## config.mk

```make
export PLATFORM = sky130hd
export DESIGN_NAME = u_rx_flat
export DESIGN_NICKNAME = d
export VERILOG_FILES = /design/src/rtl/uart_pkg.sv /design/src/rtl/u_rx_if.sv /design/src/rtl/uart_rx_sync.sv /design/src/rtl/u_rx.sv /design/src/flat_wrapper.sv
export SDC_FILE = /design/constraint.sdc
export NUM_CORES = 1
export LEC_CHECK = 0
export CORE_ASPECT_RATIO = 0.75
export CORE_UTILIZATION = 55
export CTS_CLUSTER_DIAMETER = 150
export DETAILED_ROUTE_END_ITERATION = 16
export PLACE_DENSITY_LB_ADDON = 0.12
export SLEW_MARGIN = 0
export SYNTH_ARGS = -nofsm -noshare
export SYNTH_HDL_FRONTEND = slang
export SYNTH_SLANG_ARGS = --single-unit
```

## constraint.sdc

```tcl
create_clock -name clk -period 2 [get_ports clk]
set_clock_uncertainty 0.15 [all_clocks]
set_input_delay 0.2 -clock clk [delete_from_list [all_inputs] [get_ports clk]]
set_output_delay 0.2 -clock clk [all_outputs]
set_load 0.01 [all_outputs]
```

## src/rtl/uart_pkg.sv

```systemverilog
// uart_pkg: shared receiver state encoding and default sizing.
// Contents: rx_state_t (IDLE, START, DATA, STOP), OVERSAMPLE_DEF, DATA_BITS_DEF,
// TICK_W (tick-counter width for the default oversample rate).
package uart_pkg;
    typedef enum logic [1:0] {IDLE, START, DATA, STOP} rx_state_t;
    localparam int OVERSAMPLE_DEF = 16;
    localparam int DATA_BITS_DEF  = 8;
    localparam int TICK_W         = $clog2(OVERSAMPLE_DEF);
endpackage

```

## src/rtl/u_rx_if.sv

```systemverilog
// u_rx_if: serial-side and host-side signals of the UART receiver.
// Signals: data_in (serial line), baud_en_rx (oversample tick),
// rx_active, data_out[DATA_BITS], rx_data_ready (host side).
// Modports: master drives line/tick and observes outputs; slave is the receiver.
interface u_rx_if #(parameter int DATA_BITS = 8);
    logic                 data_in;
    logic                 baud_en_rx;
    logic                 rx_active;
    logic [DATA_BITS-1:0] data_out;
    logic                 rx_data_ready;
    modport master (output data_in, baud_en_rx, input rx_active, data_out, rx_data_ready);
    modport slave  (input data_in, baud_en_rx, output rx_active, data_out, rx_data_ready);
endinterface

```

## src/rtl/uart_rx_sync.sv

```systemverilog
// uart_rx_sync: 2-flop synchronizer for the RX line, optional 3-sample majority.
// Ports: clk, rst_n (async active-low), d (raw line), tick (oversample enable),
// rx_s (synchronized line), rx_v (bit value used for sampling decisions).
// RX_MAJORITY_EN: rx_v is the 2-of-3 vote of rx_s over the current and two previous ticks.
module uart_rx_sync (
    input  logic clk,
    input  logic rst_n,
    input  logic d,
    input  logic tick,
    output logic rx_s,
    output logic rx_v
);
    logic [1:0] ff;
    always_ff @(posedge clk or negedge rst_n)
        if (!rst_n) ff <= 2'b11;
        else ff <= {ff[0], d};
    assign rx_s = ff[1];
`ifdef RX_MAJORITY_EN
    logic [1:0] hist;
    always_ff @(posedge clk or negedge rst_n)
        if (!rst_n) hist <= 2'b11;
        else if (tick) hist <= {hist[0], rx_s};
    assign rx_v = (hist[1] & hist[0]) | (hist[1] & rx_s) | (hist[0] & rx_s);
`else
    logic unused_tick;
    assign unused_tick = tick;
    assign rx_v = rx_s;
`endif
endmodule

```

## src/rtl/u_rx.sv

```systemverilog
// u_rx: 8N1 UART receiver with oversampling driven by an external baud tick.
// Ports: clk, rst_n (async active-low), bus (u_rx_if.slave: data_in, baud_en_rx,
// rx_active, data_out, rx_data_ready).
// RX_MAJORITY_EN: start validation completes at tick OVERSAMPLE/2+1 and every
// sample is a 3-tick majority; bit boundaries stay the same.
module u_rx import uart_pkg::*; #(
    parameter int OVERSAMPLE = OVERSAMPLE_DEF,
    parameter int DATA_BITS  = DATA_BITS_DEF
) (
    input  logic clk,
    input  logic rst_n,
    u_rx_if.slave bus
);
    localparam int TW = $clog2(OVERSAMPLE);
    localparam int IW = $clog2(DATA_BITS);
`ifdef RX_MAJORITY_EN
    localparam int START_END = OVERSAMPLE / 2 + 1;
`else
    localparam int START_END = OVERSAMPLE / 2 - 1;
`endif
    rx_state_t            state, state_n;
    logic [TW-1:0]        cnt, cnt_n;
    logic [IW-1:0]        idx, idx_n;
    logic [DATA_BITS-1:0] sh, sh_n, dout;
    logic                 armed, armed_n, load, rdy, act, rx_s, rx_v;
    uart_rx_sync u_sync (
        .clk  (clk),
        .rst_n(rst_n),
        .d    (bus.data_in),
        .tick (bus.baud_en_rx),
        .rx_s (rx_s),
        .rx_v (rx_v)
    );
    // armed blocks restarting after a framing error until the line is seen high
    always_comb begin
        state_n = state;
        cnt_n   = cnt;
        idx_n   = idx;
        sh_n    = sh;
        armed_n = armed;
        load    = 1'b0;
        if (bus.baud_en_rx)
            case (state)
                IDLE: begin
                    armed_n = armed | rx_s;
                    if (armed && !rx_s) begin
                        state_n = START;
                        cnt_n   = '0;
                    end
                end
                START: begin
                    cnt_n = (cnt == TW'(START_END)) ? '0 : cnt + 1'b1;
                    idx_n = '0;
                    if (cnt == TW'(START_END)) state_n = rx_v ? IDLE : DATA;
                end
                DATA: begin
                    cnt_n = cnt + 1'b1;
                    if (cnt == TW'(OVERSAMPLE - 1)) begin
                        sh_n    = {rx_v, sh[DATA_BITS-1:1]};
                        idx_n   = idx + 1'b1;
                        state_n = (idx == IW'(DATA_BITS - 1)) ? STOP : DATA;
                    end
                end
                STOP: begin
                    cnt_n = cnt + 1'b1;
                    if (cnt == TW'(OVERSAMPLE - 1)) begin
                        state_n = IDLE;
                        load    = rx_v;
                        armed_n = rx_v;
                    end
                end
            endcase
    end
    always_ff @(posedge clk or negedge rst_n)
        if (!rst_n) begin
            state <= IDLE;
            cnt   <= '0;
            idx   <= '0;
            sh    <= '0;
            armed <= 1'b1;
            dout  <= '0;
            rdy   <= 1'b0;
            act   <= 1'b0;
        end else begin
            state <= state_n;
            cnt   <= cnt_n;
            idx   <= idx_n;
            sh    <= sh_n;
            armed <= armed_n;
            rdy   <= load;
            act   <= (state_n != IDLE);
            if (load) dout <= sh;
        end
    assign bus.data_out      = dout;
    assign bus.rx_data_ready = rdy;
    assign bus.rx_active     = act;
endmodule

```

## src/flat_wrapper.sv

```systemverilog
// flat-port wrapper written by rule: the top's interface ports become plain ports
module u_rx_flat import uart_pkg::*;
#(
    parameter int OVERSAMPLE = OVERSAMPLE_DEF,
    parameter int DATA_BITS  = DATA_BITS_DEF
)
  (clk, rst_n, bus_data_in, bus_baud_en_rx, bus_rx_active, bus_data_out, bus_rx_data_ready);
  u_rx_if #(.DATA_BITS(DATA_BITS)) bus_i ();
  input  logic clk;
  input  logic rst_n;
  input wire logic [$bits(bus_i.data_in)-1:0] bus_data_in;
  input wire logic [$bits(bus_i.baud_en_rx)-1:0] bus_baud_en_rx;
  output wire logic [$bits(bus_i.rx_active)-1:0] bus_rx_active;
  output wire logic [$bits(bus_i.data_out)-1:0] bus_data_out;
  output wire logic [$bits(bus_i.rx_data_ready)-1:0] bus_rx_data_ready;
  assign bus_i.data_in = bus_data_in;
  assign bus_i.baud_en_rx = bus_baud_en_rx;
  assign bus_rx_active = bus_i.rx_active;
  assign bus_data_out = bus_i.data_out;
  assign bus_rx_data_ready = bus_i.rx_data_ready;
  u_rx #(.OVERSAMPLE(OVERSAMPLE), .DATA_BITS(DATA_BITS)) u_core (.clk(clk), .rst_n(rst_n), .bus(bus_i));
endmodule
```

==> results of run 1 <==
## metrics by stage
stage / setup slack [ns] / hold WS (ns) / cells
2_1_floorplan: 0.265 / -0.246 / 107
3_3_place_gp: 0.170 / 0.197 / 152
3_5_place_dp: 0.159 / 0.199 / 152
4_1_cts: 0.174 / 0.109 / 160
5_1_grt: 0.0741 / 0.101 / 160
6_report: 0.158 / 0.100 / 160
## cells in the final DEF (no fill, tap or decap), types with 3 or more instances in the layout
master and count:
dfrtp_1 27, clkdlybuf4s50_1 13, o21ai_0 12, nand2_1 8, mux2_4 8, mux2_1 5
clkbuf_4 5, inv_1 3, mux2_2 3, ha_1 3, dfstp_2 3
## cells in the mapped netlist, types with 2 or more instances
cell,n
nand3_1,2
nor2_1,2
mux2_1,5
o21ai_0,12
a22oi_1,2
dfrtp_1,27
mux2_4,8
nor2b_1,2
a21oi_1,2
ha_1,3
nand2_1,8
mux2_2,3
o31ai_1,2
dfstp_2,3
buf_2,2
inv_1,3
## cells by family after synthesis
group	Yosys count
flops	30
simple gates	27
compound gates	23
mux	17
buf+inv	7
fa+ha+maj	3
## worst paths after layout
| path | to | from | depth (start not counted) |
|---|---|---|---|
| worst max register to register | u_core.sh[2]$_DFFE_PN0P_ | u_core.cnt[0]$_DFFE_PN0P_ | 4 |
| min in group clk | u_core.u_sync.ff[0]$_DFF_PN1_ | bus_data_in | 1 |
| worst min-delay path | u_core.idx[2]$_DFFE_PN0P_ | rst_n | 2 |
| max in group asynchronous | u_core.u_sync.ff[0]$_DFF_PN1_ | rst_n | 2 |
| worst max-delay path | u_core.sh[2]$_DFFE_PN0P_ | u_core.cnt[0]$_DFFE_PN0P_ | 4 |
| worst min register to register | u_core.u_sync.ff[1]$_DFF_PN1_ | u_core.u_sync.ff[0]$_DFF_PN1_ | 0 |
## layout make-up
class / instances / share of cell area [%]
clock buffers: 7 / 3.46
clock inverters: 1 / 0.314
inverters: 3 / 0.707
multi-input cells: 70 / 36.4
flip-flops and latches: 30 / 47.4
well taps: 34 / 2.67
repair buffers: 15 / 9.11
## report_power, final
part / leakage [nW] / switching, W / total [W] / internal [W]
Sequential: 0.401 / 0.0000853 / 0.000746 / 0.000660
Combinational: 0.329 / 0.000141 / 0.000250 / 0.000109
Clock: 0.0353 / 0.000199 / 0.000370 / 0.000170
## routing by layer
layer	vias up	part of all wire [%]	global-route usage [%]
li1	420	-	-
met1	414	51	28.0
met2	20	44	26.7
met3	4	4.7	7.67
met4	0	0.71	6.98
met5	-	0	0
## sequential cells by signal, indices dropped and copies added, names as in the netlist
signal	cells
u_core.armed	1
u_core.bus.data_out	8
u_core.bus.rx_active	1
u_core.bus.rx_data_ready	1
u_core.cnt	4
u_core.idx	3
u_core.sh	8
u_core.state	2
u_core.u_sync.ff	2
## worst max-delay path, cell delays in order (launching register included)
cell,delay (ns)
dfrtp_1,0.40
ha_1,0.26
and3_4,0.25
and4_4,0.35
mux2_4,0.32
==> flow_summary.ini, run 1 <==
[timing]
tightestPinTransition_ns = 0.471
fin_crit_sh_pct = 92.1
layout_min_cycle_time_ns = 1.84
finalSetupViolations = 0
relSlewSlack_pct = 68.4
maxSlewViolCount = 0
rsz0062_at_grt = false
hold_viol = 0
max_freq_mhz = 543
fin_tns_setup_ns = 0

[global_routing]
grt_usage_pct = 19.4
grt_max_degree = 31
antenna_found_initial = 0
grt.overflow.total = 0
grt_first_pass_wirelength_mm = 3.66
grt_pass1_vias = 779

[detailed_routing]
first_pass_iters = 5
drt_wl_total_mm = 2.26
ant_nets = 0
drtIter0Drc = 43
route.detailed.drc = 0
vias = 858
vias_per_cell = 5.36
drt-wirelength-per-cell_um = 14.1

[clock_network]
ctsResizeCount = 0
cts_buffer_depth = 2
cts_tree = done
insertion_delay_ns = 0.32
cts_buffers = 5
cts_hold_buf = 0
htree_num_levels = 2
cts_setup_buffers = 0
cts.clk_slew.worst_paths_ns = 0.09
clock_sinks = 30
cts-root-buf = clkbuf_4

[critical_path]
cp-end-kind = flip-flop
required_ns = 2.07
reg2reg_slack_ns = 0.16
cp_data_arrival_time_ns = 1.91
crit_fanout = 9
path_class = reg2reg
cp-start-kind = flip-flop

[die]
ios = 14
initial_utilization_pct = 58.9
dieWidth_um = 59.9
placementRows = 15
die_y_um = 45.4
die_area_um2 = 2720
core_um2 = 2350

[placement]
place.gp.congestion = 0.825
dp_hpwl_mm = 1.61
dpl_cell_area_um2 = 1530
port_buffers = 13

[yosys]
ys_ff_latch = 30
synth_top_area_cell = dfrtp_1
seq_area_frac_synth_pct = 54.6
yosysWarnings = 0
synth-edff-count = 0
synth_area_um2 = 1380
synth.top_cell.area_share_pct = 48.9
muxShareOfSynthArea_pct = 15.9
synth_cell_types = 37
netlist_instances = 107
synth_top_family_by_area = multiplexers
synth-main-ff-cell = dfrtp_1
synthArstFlopShare_pct = 100
syn_nets = 114
yosys-top-cells-area = dfrtp_1, mux2_4, dfstp_2
yosys.area_share.simple_pct = 13.0
syn_area_per_cell_um2 = 12.9
synthXorXnorAreaFrac_pct = 0
yosys.area_share.adder_pct = 2.71
synth_compound_area_share_pct = 10.2

[final_layout]
diodes = 0
drive_above_1_share_pct = 25.4
fin_nets = 132
ff_latch_area_um2 = 754
finish.instance_area_um2 = 1590
area_growth_pct = 15.2
multiInputGateArea_um2 = 579
fin_util_pct = 67.9
nFillCells = 175

[pwr]
power_density_nw_per_um2 = 857
p_leak_nw = 0.766
ir_drop_mv = 0.626
total_power_w = 0.00136

[status]
status = completed

[min_path]
hold_path_class = in2async

[flow_run]
maxCapViolations = 0
(Power assumes the default switching activity.)
==> run 2, diff against run 1 <==
CORE_UTILIZATION = 40   (was 55)
==> flow_summary.ini, run 2 (synthesis gave the netlist of run 1 again) <==
[critical_path]
cp-end-kind = flip-flop
path_class = reg2reg
cp_slowest_cell = dfrtp_1
crit_fanout = 9
cp_slowest_stage_delay_ns = 0.38
required_ns = 2.01
cp-start-kind = flip-flop
crit_chain = ha_1 -> and3_4 -> and4_4 -> mux2_4
cp_data_arrival_time_ns = 1.88

[timing]
tightestPinTransition_ns = 0.373
max_freq_mhz = 537
layout_min_cycle_time_ns = 1.86
maxSlewViolCount = 0
finalSetupViolations = 0
fin_tns_setup_ns = 0
rsz0062_at_grt = false
hold_viol = 0
relSlewSlack_pct = 75.1
fin_crit_sh_pct = 93.1

[pwr]
ir_drop_mv = 0.395
p_leak_nw = 0.793
total_power_w = 0.00161
power_density_nw_per_um2 = 973

[clock_network]
cts_buffers = 5
cts_tree = done
htree_num_levels = 2
cts-root-buf = clkbuf_8
cts.clk_slew.worst_paths_ns = 0.07
cts_buffer_depth = 2
cts_setup_buffers = 0
cts_hold_buf = 0
insertion_delay_ns = 0.28
ctsResizeCount = 0
clock_sinks = 30

[flow_run]
maxCapViolations = 0

[final_layout]
area_growth_pct = 19.8
final_common_cell = dfrtp_1
drive_above_1_share_pct = 26.8
diodes = 0
fin_nets = 133
nFillCells = 304
layout_common_cells = dfrtp_1, clkdlybuf4s50_1, o21ai_0, nand2_1, mux2_4

[detailed_routing]
ant_nets = 0
first_pass_iters = 4
route.detailed.drc = 0
drtIter0Drc = 74
vias_per_cell = 5.28
drt-wirelength-per-cell_um = 15.2
vias = 881
drt_wl_total_mm = 2.54

[global_routing]
grt.overflow.total = 0
grt_max_degree = 31
grt_pass1_vias = 900
grt_first_pass_wirelength_mm = 4.34
grt_usage_pct = 16.2
antenna_found_initial = 0

[die]
initial_utilization_pct = 42.0
ios = 14
dieWidth_um = 69.9
die_y_um = 52.9
die_area_um2 = 3700
core_um2 = 3290
placementRows = 18

[placement]
port_buffers = 13
dp_hpwl_mm = 1.66
place.gp.congestion = 0.854

[status]
status = completed

[min_path]
hold_path_class = in2async
[run 2: cell types whose count changed in the layout (fill, tap and decap cells not counted)]
cell,previous run,this run
clkbuf_4,5,0
clkbuf_8,1,5
buf_4,2,3
bufinv_16,0,1
clkbuf_1,1,0
clkinv_2,1,2
[run 2: worst paths after layout]
check | start | to | slack, ns | depth (start not counted)
worst max-delay path | u_core.cnt[0]$_DFFE_PN0P_ | u_core.sh[1]$_DFFE_PN0P_ | 0.14 | 4
worst min-delay path | rst_n | u_core.cnt[2]$_DFFE_PN0P_ | 0.15 | 2
worst max register to register | u_core.cnt[0]$_DFFE_PN0P_ | u_core.sh[1]$_DFFE_PN0P_ | 0.14 | 4
worst min register to register | u_core.u_sync.ff[0]$_DFF_PN1_ | u_core.u_sync.ff[1]$_DFF_PN1_ | 0.21 | 0
max in group asynchronous | rst_n | u_core.u_sync.ff[1]$_DFF_PN1_ | 1.23 | 2
min in group clk | bus_data_in | u_core.u_sync.ff[0]$_DFF_PN1_ | 0.18 | 1
[run 2: per-layer routing]
layer  GRT usage (%)  vias up  routed length [um]
met1            21.8      434                1260
li1                -      422                   -
met5               0        -                   0
met4            7.00        0                  36
met2            22.6       21                1100
met3            7.05        4                 140
[run 2: layout make-up]
cell class                 instances  area, um^2  share of cell area, %
multi-input combinational         70         579                   35.0
timing repair buffer              16         153                   9.21
tap                               40        50.0                   3.02
clock buffer                       5        68.8                   4.15
clock inverter                     3        40.0                   2.42
sequential                        30         754                   45.5
inverter                           3        11.3                  0.680
[run 2: power breakdown]
part / total (W) / internal, W / switching, W
combinational: 0.000267 / 0.000115 / 0.000152
clock: 0.000595 / 0.000366 / 0.000229
sequential: 0.000750 / 0.000661 / 0.0000887
total: 0.00161 / 0.00114 / 0.000471
[run 2: through the flow]
step	utilization, %	instances	area, um^2	hold WS, ns	setup WS [ns]
2_1_floorplan	-	107	1380	-0.246	0.265
4_1_cts	50.4	167	1660	0.157	0.135
6_report	50.4	167	1660	0.150	0.138
3_3_place_gp	47.1	159	1550	0.196	0.170
3_5_place_dp	47.1	159	1550	0.198	0.144
5_1_grt	50.4	167	1660	0.178	0.0538
[run 2: critical path, delay by kind of cell (launching register included)]
kind	cells	cell delay (ns)
muxes	1	0.32
and+or+nand+nor	2	0.60
DFF	1	0.38
adders and majority gates	1	0.29
